`config.mk`:
```
export PLATFORM = sky130hd
export DESIGN_NAME = inst_fetch_unit
export DESIGN_NICKNAME = d
export VERILOG_FILES = /design/src/rtl/inst_fetch_unit_pkg.sv /design/src/rtl/inst_fetch_unit.sv
export SDC_FILE = /design/constraint.sdc
export NUM_CORES = 1
export LEC_CHECK = 0
export ABC_AREA = 1
export CORE_ASPECT_RATIO = 1.2
export CORE_MARGIN = 1.5
export CORE_UTILIZATION = 45
export DETAILED_ROUTE_END_ITERATION = 7
export PLACE_DENSITY_LB_ADDON = 0.25
export SETUP_SLACK_MARGIN = 0.05
export SLEW_MARGIN = 20
export SYNTH_ARGS = -nofsm -noshare
export SYNTH_HDL_FRONTEND = slang
export SYNTH_SLANG_ARGS = --single-unit
```
`constraint.sdc`:
```
create_clock -name clk -period 1.9 [get_ports clk]
set_clock_uncertainty 0.15 [all_clocks]
set_input_delay 0.19 -clock clk [delete_from_list [all_inputs] [get_ports clk]]
set_output_delay 0.19 -clock clk [all_outputs]
set_load 0.01 [all_outputs]
```
`src/rtl/inst_fetch_unit_pkg.sv`:
```
// rtl/inst_fetch_unit_pkg.sv - shared fetch definitions: FSM encodings, instruction size, fifo_data layout
package inst_fetch_unit_pkg;

  localparam logic [1:0] S_REQ  = 2'd0;
  localparam logic [1:0] S_WAIT = 2'd1;
  localparam logic [1:0] S_PUSH = 2'd2;
  localparam logic [1:0] S_DROP = 2'd3;

  localparam int INST_BYTES = 4;

  // fifo_data layout is {pc, inst}; decode uses the same offsets
  localparam int FD_INST_LSB = 0;

  function automatic int fd_pc_lsb(input int inst_width);
    return inst_width;
  endfunction

endpackage

```
`src/rtl/inst_fetch_unit.sv`:
```
// rtl/inst_fetch_unit.sv - single-outstanding instruction fetch FSM feeding the instruction FIFO
module inst_fetch_unit
  import inst_fetch_unit_pkg::*;
#(
  parameter int                    ADDR_WIDTH = 32,
  parameter int                    INST_WIDTH = 32,
  parameter logic [ADDR_WIDTH-1:0] RESET_PC   = '0
) (
  input  logic                             clk,
  input  logic                             rst,
  input  logic                             redirect_valid,
  input  logic [ADDR_WIDTH-1:0]            redirect_pc,
  output logic                             imem_req,
  output logic [ADDR_WIDTH-1:0]            imem_addr,
  input  logic                             imem_gnt,
  input  logic                             imem_rvalid,
  input  logic [INST_WIDTH-1:0]            imem_rdata,
  input  logic                             fifo_full,
  output logic                             fifo_write,
  output logic [ADDR_WIDTH+INST_WIDTH-1:0] fifo_data
);

  logic [1:0]                         state_q, state_d;
  logic [ADDR_WIDTH-1:0]              pc_q, pc_d;
  logic [ADDR_WIDTH+INST_WIDTH-1:0]   data_q, data_d;
  logic [ADDR_WIDTH-1:0]              redirect_target;

  assign redirect_target = redirect_pc & ~ADDR_WIDTH'(INST_BYTES - 1);

  assign imem_req   = (state_q == S_REQ) && !redirect_valid;
  assign imem_addr  = pc_q;
  assign fifo_write = (state_q == S_PUSH) && !fifo_full && !redirect_valid;
  assign fifo_data  = data_q;

  always_comb begin
    state_d = state_q;
    pc_d    = pc_q;
    data_d  = data_q;
    // A redirect always wins; only the state transition depends on what is in flight
    if (redirect_valid) begin
      pc_d = redirect_target;
    end
    case (state_q)
      S_REQ: begin
        if (!redirect_valid && imem_gnt) state_d = S_WAIT;
      end
      S_WAIT: begin
        if (redirect_valid) begin
          state_d = imem_rvalid ? S_REQ : S_DROP;
        end else if (imem_rvalid) begin
          data_d  = {pc_q, imem_rdata};
          state_d = S_PUSH;
        end
      end
      S_PUSH: begin
        if (redirect_valid) begin
          state_d = S_REQ;
        end else if (!fifo_full) begin
          pc_d    = pc_q + ADDR_WIDTH'(INST_BYTES);
          state_d = S_REQ;
        end
      end
      default: begin
        // S_DROP: the squashed response still has to drain before a new request
        if (imem_rvalid) state_d = S_REQ;
      end
    endcase
  end

  always_ff @(posedge clk) begin
    if (rst) begin
      state_q <= S_REQ;
      pc_q    <= RESET_PC;
      data_q  <= '0;
    end else begin
      state_q <= state_d;
      pc_q    <= pc_d;
      data_q  <= data_d;
    end
  end

endmodule

```
---- Yosys cells after proc, flatten, opt, wreduce, memory -nomap -nowiden ----
Index checks and enable logic that the tools add are counted.
word-level totals
  register bits ........................... 98
  bits of input ports ..................... 70
  output and inout port bits .............. 98
  logic and storage cells ................. 32
operators by class
  add/subtract/negate cells ............... 1
  eq/ne operators ......................... 5
  muxes and demuxes ....................... 12
  bitwise logic cells ..................... 1
  reductions and logical operators ........ 10
operators with widths
  kind                                                   count
  2-to-1 mux 32 bit                                      4
  adder 32 x 3 -> 32 bit, second input constant          1
  2-to-1 mux 2 bit                                       7
  inequality test 3 bit, second input constant           2
  case mux 2 bit (3 select lines)                        1
  logical AND 1 bit                                      4
  AND reduction 4 bit                                    1
  nonzero test 4 bit                                     1
  AND reduction 3 bit                                    1
  equality test 2 x 1 -> 1 bit, second input constant    1
  equality test 2 bit, second input constant             1
  zero test 1 bit                                        2
  zero test 2 bit                                        1
  inequality test 2 x 1 -> 1 bit, second input constant  1
  inverter 1 bit                                         1

---- Depth between registers and ports, before layout ----
Gate-level depths: netlist (run 1).
  depth after elaboration ................. 4
  mapped depth ............................ 10
  gate-level depth less buffers ........... 10

---- Least setup slack after synthesis (run 1) ----
Ideal clock, no wire load.
  path type ............................... register -> register
  start ................................... reg pc_q[3] (netlist: imem_addr[3])
  end ..................................... reg pc_q[18] (netlist: imem_addr[18])
  library setup time ...................... 0.109 ns
  arrival ................................. 1.434 ns
  data required time ...................... 1.641 ns
  slack ................................... 0.207 ns
  stages on the path, launching flop included .. 11
  buffers on the path ..................... 0
  clock period less this slack ............ 1.693 ns
  cells stage by stage .................... dfxtp_1 ha_1 nand2_4 nor2_8 nand2_4 nor2_8 nand2_2 a21oi_1 o21ai_1 nand2_1 inv_1
between the ends
  word-level cells in the longest chain between the ends .. 4
ends and longest elaborated chain
  what                      RTL line               text
  start: declaration        inst_fetch_unit.sv:24  logic [ADDR_WIDTH-1:0] pc_q, pc_d;
  start signal: assignment  inst_fetch_unit.sv:77  pc_q <= pc_d;
  adder 32 x 3 -> 32 bit    inst_fetch_unit.sv:59  pc_d = pc_q + ADDR_WIDTH'(INST_BYTES);
  2-to-1 mux 32 bit         inst_fetch_unit.sv:58  end else if (!fifo_full) begin
  2-to-1 mux 32 bit         inst_fetch_unit.sv:56  if (redirect_valid) begin
  2-to-1 mux 32 bit         inst_fetch_unit.sv:43  case (state_q)
No other way between the ends.
A chain may end at the register's enable or synchronous reset.

---- Worst setup path in the final report (run 1) ----
  start ................................... reg pc_q[27] (netlist: imem_addr[27])
  end ..................................... out imem_addr[27]
RTL lines
  what              RTL line               text
  end: declaration  inst_fetch_unit.sv:14  output logic [ADDR_WIDTH-1:0] imem_addr,
No word-level cell between the ends.

==> flow_summary_export.csv, run 1 <==
group,metric,value,unit
status,status,"finished clean",
detailed_routing,routed_wl,14.5,mm
yosys,ys_seq_area_share,40.3,%
timing,rsz0062_at_grt,"yes",
global_route,grt_pass1_vias,4822,
pwr,vdd_ir_drop_max,0.572,mV
layout,design_area,0.00724,sq mm
detailed_routing,drc,0,
detailed_routing,postRouteAntennaNets,0,
run,drv_cap,0,
timing,fmax,551,MHz
timing,relSlewSlack,77.2,%
global_route,grt_overflow,0,
yosys,avgSynthCellArea,7.11,sq um
yosys,syn-instance-count,684,
critical_path,crit_path_start_kind,"register",
clock_network,cts_tree,"done",
clock_network,clock_latency,340,ps
layout,register_area,0.00197,sq mm
layout,fin_util,68.9,%
timing,worst_slack,83.5,ps
global_route,grt_pass1_wl,22.7,mm
place,place_ws,-9.30,ps
floorplan,die_x,97.9,microns
clock_network,cts_hold_buf,0,
pwr,p_per_area,854,mW/mm^2
detailed_routing,wl_per_cell,14.6,microns
clock_network,cts_num_sinks,98,
layout,nets,939,
timing,maxSlewViolCount,0,
timing,tightest_slew,340,ps
place,numPlacedInstances,981,
layout,multi_input_area,0.00227,sq mm
floorplan,die_h,117,microns
worst_hold_path,min_path_type,"input port to register",
critical_path,crit_type,"register to output pin",
layout,num_antenna_cells,0,
critical_path,crit_path_end_kind,"output pin",
floorplan,start_util,46.3,%
layout,nFillCells,921,
yosys,syn_nets,758,
floorplan,coreArea,0.0105,sq mm
layout,area_growth,48.8,%
place,port_buffers,165,
global_route,antenna_found_initial,0,
critical_path,worst_ep_required_time,1560,ps
clock_network,cts_buffer_depth,2,
clock_network,htreeDepth,3,
clock_network,cts_root_buf,"clkbuf_16",
detailed_routing,num_vias,5125,
yosys,synthDistinctLibCells,36,
layout,instances_no_fill,999,
timing,hold_viol_final,0,
yosys,ys_warn_count,0,
floorplan,die_area,0.0114,sq mm
global_route,grt_max_degree,70,
place,hpwl,10.5,mm
place,place_area,0.00691,sq mm
floorplan,rows,41,
timing,setup_viol,0,
global_route,grt.total_usage,24.5,%
detailed_routing,vias_per_cell,5.13,
pwr,p_leak,2.95,nW
timing,finalCriticalPeriod,1820,ps
detailed_routing,drt-initial-drc-count,257,
critical_path,worst_ep_arrival_time,1480,ps
yosys,syn-cell-area,0.00487,sq mm
layout,layout-drive-gt1-share,11.4,%
timing,period_share,95.6,%
floorplan,pin_count,168,
clock_network,numCtsBuffers,9,
critical_path,cp_max_fo,5,
clock_network,cts.clk_slew.worst_paths,70,ps
place,gp_congestion,0.906,
detailed_routing,firstDrtPassIters,5,
yosys,ys_seq_elements,98,
## sequential cells by signal, summed over array words and instances (netlist names)
register   cells
imem_addr     32
fifo_data     64
state_q        2
## cell usage after synthesis
cell type	n	area [sq um]
nand2_1	86	323
nand2_2	5	31.3
nand4_1	9	56.3
and2_1	1	6.26
clkbuf_1	13	48.8
a31o_2	1	8.76
o211ai_1	2	15.0
nand3_1	33	165
nor3_1	3	15.0
o2111ai_1	1	8.76
buf_4	2	15.0
nand3b_1	1	7.51
a31oi_1	2	12.5
a21oi_1	85	425
o21bai_1	6	45.0
inv_2	3	11.3
or2_2	1	6.26
mux2i_1	1	10.0
inv_1	133	499
clkinv_1	1	3.75
nor2_2	4	25.0
o221ai_1	15	131
xnor2_1	3	26.3
o21ai_0	80	400
ha_1	4	50.1
nand3_2	2	20.0
buf_2	18	90.1
nor2_4	6	67.6
nand3_4	1	17.5
o21ai_1	2	10.0
dfxtp_1	98	1960
nor2_8	4	80.1
nor2_1	49	184
nand2_4	4	45.0
o31ai_1	1	7.51
xor2_1	4	35.0
## report_power, final
| group | internal (mW) | total, mW | switching, mW |
|---|---|---|---|
| Combinational | 0.940 | 1.78 | 0.842 |
| Sequential | 2.33 | 2.55 | 0.217 |
| Clock | 1.03 | 1.85 | 0.819 |
## metrics by stage
stage / hold WS, ps / power (mW) / setup TNS [ps]
6_report: 278 / 6.18 / 0
5_1_grt: 310 / 6.49 / 0
4_1_cts: 282 / 6.18 / 0
3_5_place_dp: 284 / 4.34 / -16.6
3_3_place_gp: 280 / 4.28 / 0
2_1_floorplan: 197 / 3.34 / 0
## worst max-delay path, cell delays in order, from the launching register on
cell and delay (ps):
dfxtp_1 430, buf_4 160, clkdlybuf4s50_1 540
## kinds of logic (layout without fill, tap and decap cells)
family                   count (synthesis)  after routing  synth area share (%)
AO/OA/AOI/OAI                          195            195                  21.9
XOR/XNOR                                 7              7                  1.26
adder cells (fa/ha/maj)                  4              4                  1.03
buffers and inverters                  170            355                  13.7
flip-flops                              98             98                  40.3
multiplexers                             1              1                 0.206
AND/OR/NAND/NOR                        209            210                  21.6
## cell usage in the layout, fill, tap and decap left out, types with 6 or more instances in the layout
cell type	instances
o21bai_1	6
o21ai_0	80
inv_1	132
buf_4	29
dfxtp_1	93
buf_12	8
nor2_1	46
nand3_1	32
a21oi_1	85
nand4_1	9
nor2_2	7
nor2_4	6
clkbuf_16	9
o221ai_1	15
clkdlybuf4s50_1	163
nand2_1	86
## routing by layer
layer / global-route usage, % / part of all wire, % / wire [microns]
met1: 29.6 / 42 / 6080
met2: 45.1 / 51 / 7350
met3: 2.91 / 5.9 / 851
met4: 8.76 / 1.7 / 254
met5: 0 / 0 / 0
## what timing repair did
action	in CTS	in global routing
resized for setup	2	15
pin swaps	0	2
setup buffers	0	1
setup endpoints to repair	2	23
cloned	0	1
## path summary, 6_finish.rpt
kind | from | end | slack (ps) | cells after the start
max | imem_addr[27] | imem_addr[27] | 80 | 2
min | redirect_pc[6] | imem_addr[6] | 280 | 3
max reg2reg | state_q[1] | fifo_data[6] | 100 | 6
min reg2reg | fifo_data[63] | fifo_data[63] | 290 | 2
## area by class of cell
| class | instances | area share (%) |
|---|---|---|
| multi-input cells | 417 | 31.4 |
| repair buffers | 202 | 27.9 |
| flip-flops and latches | 98 | 27.2 |
| inverters | 137 | 7.14 |
| clock buffers | 9 | 3.11 |
| well taps | 129 | 2.23 |
| clock inverters | 7 | 1.04 |
No activity file was read; power rests on OpenSTA's default activity.
==> run 2: changes to the inputs <==
--- a/config.mk
+++ b/config.mk
@@ -9,6 +9,7 @@
 export CORE_ASPECT_RATIO = 1.2
 export CORE_MARGIN = 1.5
 export CORE_UTILIZATION = 45
+export CTS_CLUSTER_DIAMETER = 30
 export DETAILED_ROUTE_END_ITERATION = 7
 export PLACE_DENSITY_LB_ADDON = 0.25
 export SETUP_SLACK_MARGIN = 0.05
==> results of run 2 <==
Same layout as run 1: the final DEF is identical, and so are final timing and power.
==> run 3: changes to the inputs <==
--- a/config.mk
+++ b/config.mk
@@ -12,7 +12,7 @@
 export CTS_CLUSTER_DIAMETER = 30
 export DETAILED_ROUTE_END_ITERATION = 7
 export PLACE_DENSITY_LB_ADDON = 0.25
-export SETUP_SLACK_MARGIN = 0.05
+export SETUP_SLACK_MARGIN = 0.2
 export SLEW_MARGIN = 20
 export SYNTH_ARGS = -nofsm -noshare
 export SYNTH_HDL_FRONTEND = slang
==> run 3 against run 2 <==
Worst hold slack better by 1.6 ps; via count up 2.1%; die area unchanged; core utilization up 2.1 points; final cell count up 1.1%; highest routed layer unchanged; sequential power about the same; clock power about the same.
==> flow_summary_export.csv, run 3 (synthesis results as in run 1) <==
group,metric,value,unit
critical_path,worst_ep_arrival_time,1780,ps
layout,register_area,0.00200,sq mm
global_route,grtUsageMet1,29.9,%
critical_path,rr_worst_depth,8,
layout,nFillCells,885,
floorplan,pin_count,168,
global_route,antenna_found_initial,0,
clock_network,numCtsBuffers,9,
critical_path,crit_path_end_kind,"register",
global_route,grt_max_degree,70,
detailed_routing,drt-initial-drc-count,233,
layout,final_common_cell,"clkdlybuf4s50_1",
detailed_routing,vias_per_cell,5.18,
global_route,grt_pass1_vias,4871,
critical_path,r2r-start,"state_q[1]",
critical_path,max_stage_delay,360,ps
global_route,grt_overflow,0,
clock_network,cts_num_sinks,98,
worst_hold_path,min_path_type,"input port to register",
floorplan,coreArea,0.0105,sq mm
layout,largest_reg_flops,64,
timing,setup_viol,0,
global_route,grt.met2_usage,46.6,%
pwr,swShare,30.7,%
layout,final_cell_mix,"clkdlybuf4s50_1 (150), inv_1 (130), nand2_1 (84), a21oi_1 (81), o21ai_0 (75)",
critical_path,worst_ep_required_time,2010,ps
critical_path,r2r_slack,230,ps
timing,hold_ws,280,ps
timing,setup_tns,0,ps
pwr,vdd_ir_drop_max,0.580,mV
status,status,"finished clean",
timing,finalCriticalPeriod,1670,ps
floorplan,start_util,46.3,%
critical_path,cp_max_fo,4,
detailed_routing,drc,0,
critical_path,cp_cell_sequence,"inv_2, ha_1, or2_4, a21oi_2, nor2_1, nand2_1, o21ai_1, a21oi_1",
detailed_routing,wl_per_cell,14.8,microns
pwr,combPwrFrac,29.7,%
global_route,grt_util_met3,3.09,%
pwr,p_per_area,844,mW/mm^2
clock_network,cts_buffer_depth,2,
timing,tightest_slew,334,ps
place,port_buffers,165,
layout,multi_input_area,0.00235,sq mm
critical_path,crit_path_start_kind,"register",
clock_network,cts_root_buf,"clkbuf_16",
critical_path,critPathSlowestCell,"dfxtp_2",
pwr,clockPowerShare,29.6,%
clock_network,clock_latency,340,ps
clock_network,cts.clk_slew.worst_paths,70,ps
worst_hold_path,holdPathEnd,"imem_addr[3]",
floorplan,die_h,117,microns
detailed_routing,routed_wl,15.0,mm
pwr,seq_power_share,40.8,%
clock_network,cts_tree,"done",
floorplan,die_area,0.0114,sq mm
global_route,grt.total_usage,25.2,%
pwr,p_leak,3.10,nW
layout,area_growth,53.3,%
layout,num_antenna_cells,0,
floorplan,die_x,97.9,microns
pwr,internal_power,4.36,mW
worst_hold_path,hp-start,"redirect_pc[3]",
timing,maxSlewViolCount,0,
critical_path,r2r-end,"state_q[1]",
place,hpwl,10.5,mm
run,drv_cap,0,
timing,hold_viol_final,0,
critical_path,crit_type,"register to register",
layout,layout-drive-gt1-share,16.2,%
detailed_routing,postRouteAntennaNets,0,
timing,fmax,600,MHz
pwr,power,6.30,mW
global_route,grt.busiest_layer,"met2",
global_route,grt_pass1_wl,23.2,mm
timing,period_share,87.7,%
worst_hold_path,min_path_cells,3,
clock_network,htreeDepth,3,
floorplan,rows,41,
timing,relSlewSlack,77.6,%
timing,rsz0062_at_grt,"yes",
place,gp_congestion,0.906,
detailed_routing,firstDrtPassIters,5,
layout,nets,950,
detailed_routing,num_vias,5234,
pwr,p_switching,1.93,mW
run 3: power by group through the flow:
stage	Combinational (mW)	Clock, mW	Sequential [mW]
2_1_floorplan	0.643	0	2.69
3_3_place_gp	1.70	0	2.57
3_5_place_dp	1.75	0	2.59
4_1_cts	1.77	1.88	2.56
5_1_grt	2.03	1.97	2.60
6_report	1.87	1.86	2.57
run 3: area by class of cell:
class	count	area share, %
multi-input combinational	417	31.5
timing repair buffer	213	28.5
sequential	98	26.9
inverter	137	6.96
clock buffer	9	3.02
tap	129	2.16
clock inverter	7	1.01
run 3: per-stage QoR:
| step | util, % | std cells | setup WS (ps) | area, sq um |
|---|---|---|---|---|
| finish | 70.9 | 1010 | 233 | 7460 |
| global route | 70.9 | 1010 | 152 | 7460 |
| detailed placement | 65.7 | 981 | -9.30 | 6910 |
| floorplan | - | 684 | 207 | 4870 |
| global placement | 65.7 | 981 | 27.9 | 6910 |
| CTS | 68.9 | 999 | 111 | 7250 |
run 3: worst max path at each step:
stage,to,start,slack (ps),depth (start not counted)
after floorplan,imem_addr[18],imem_addr[3],210,10
after global placement,imem_req,redirect_valid,30,4
after detailed placement,imem_req,redirect_valid,-9,4
after CTS,fifo_write,state_q[0],110,6
after global routing,state_q[0],state_q[1],150,8
final,state_q[1],state_q[1],230,8
run 3: repair_timing:
item,CTS,global route
gates resized for setup,44,42
hold buffers,0,0
gates cloned,1,1
endpoints found under the hold margin,0,0
setup buffers,1,10
pin swaps,1,14
endpoints found under the setup margin,69,52
run 3: critical path: cells and delay by family, from the launching register on:
kind	cells	cell delay (ps)
fa+ha+maj	1	270
compound gates	3	350
buf+inv	1	70
flops	1	360
simple gates	3	390
run 3: metal layers:
| layer | wire length [microns] | share of wire (%) | up-vias |
|---|---|---|---|
| li1 | - | - | 2605 |
| met5 | 0 | 0 | - |
| met4 | 274 | 1.8 | 0 |
| met2 | 7730 | 52 | 201 |
| met3 | 866 | 5.8 | 21 |
| met1 | 6100 | 41 | 2407 |
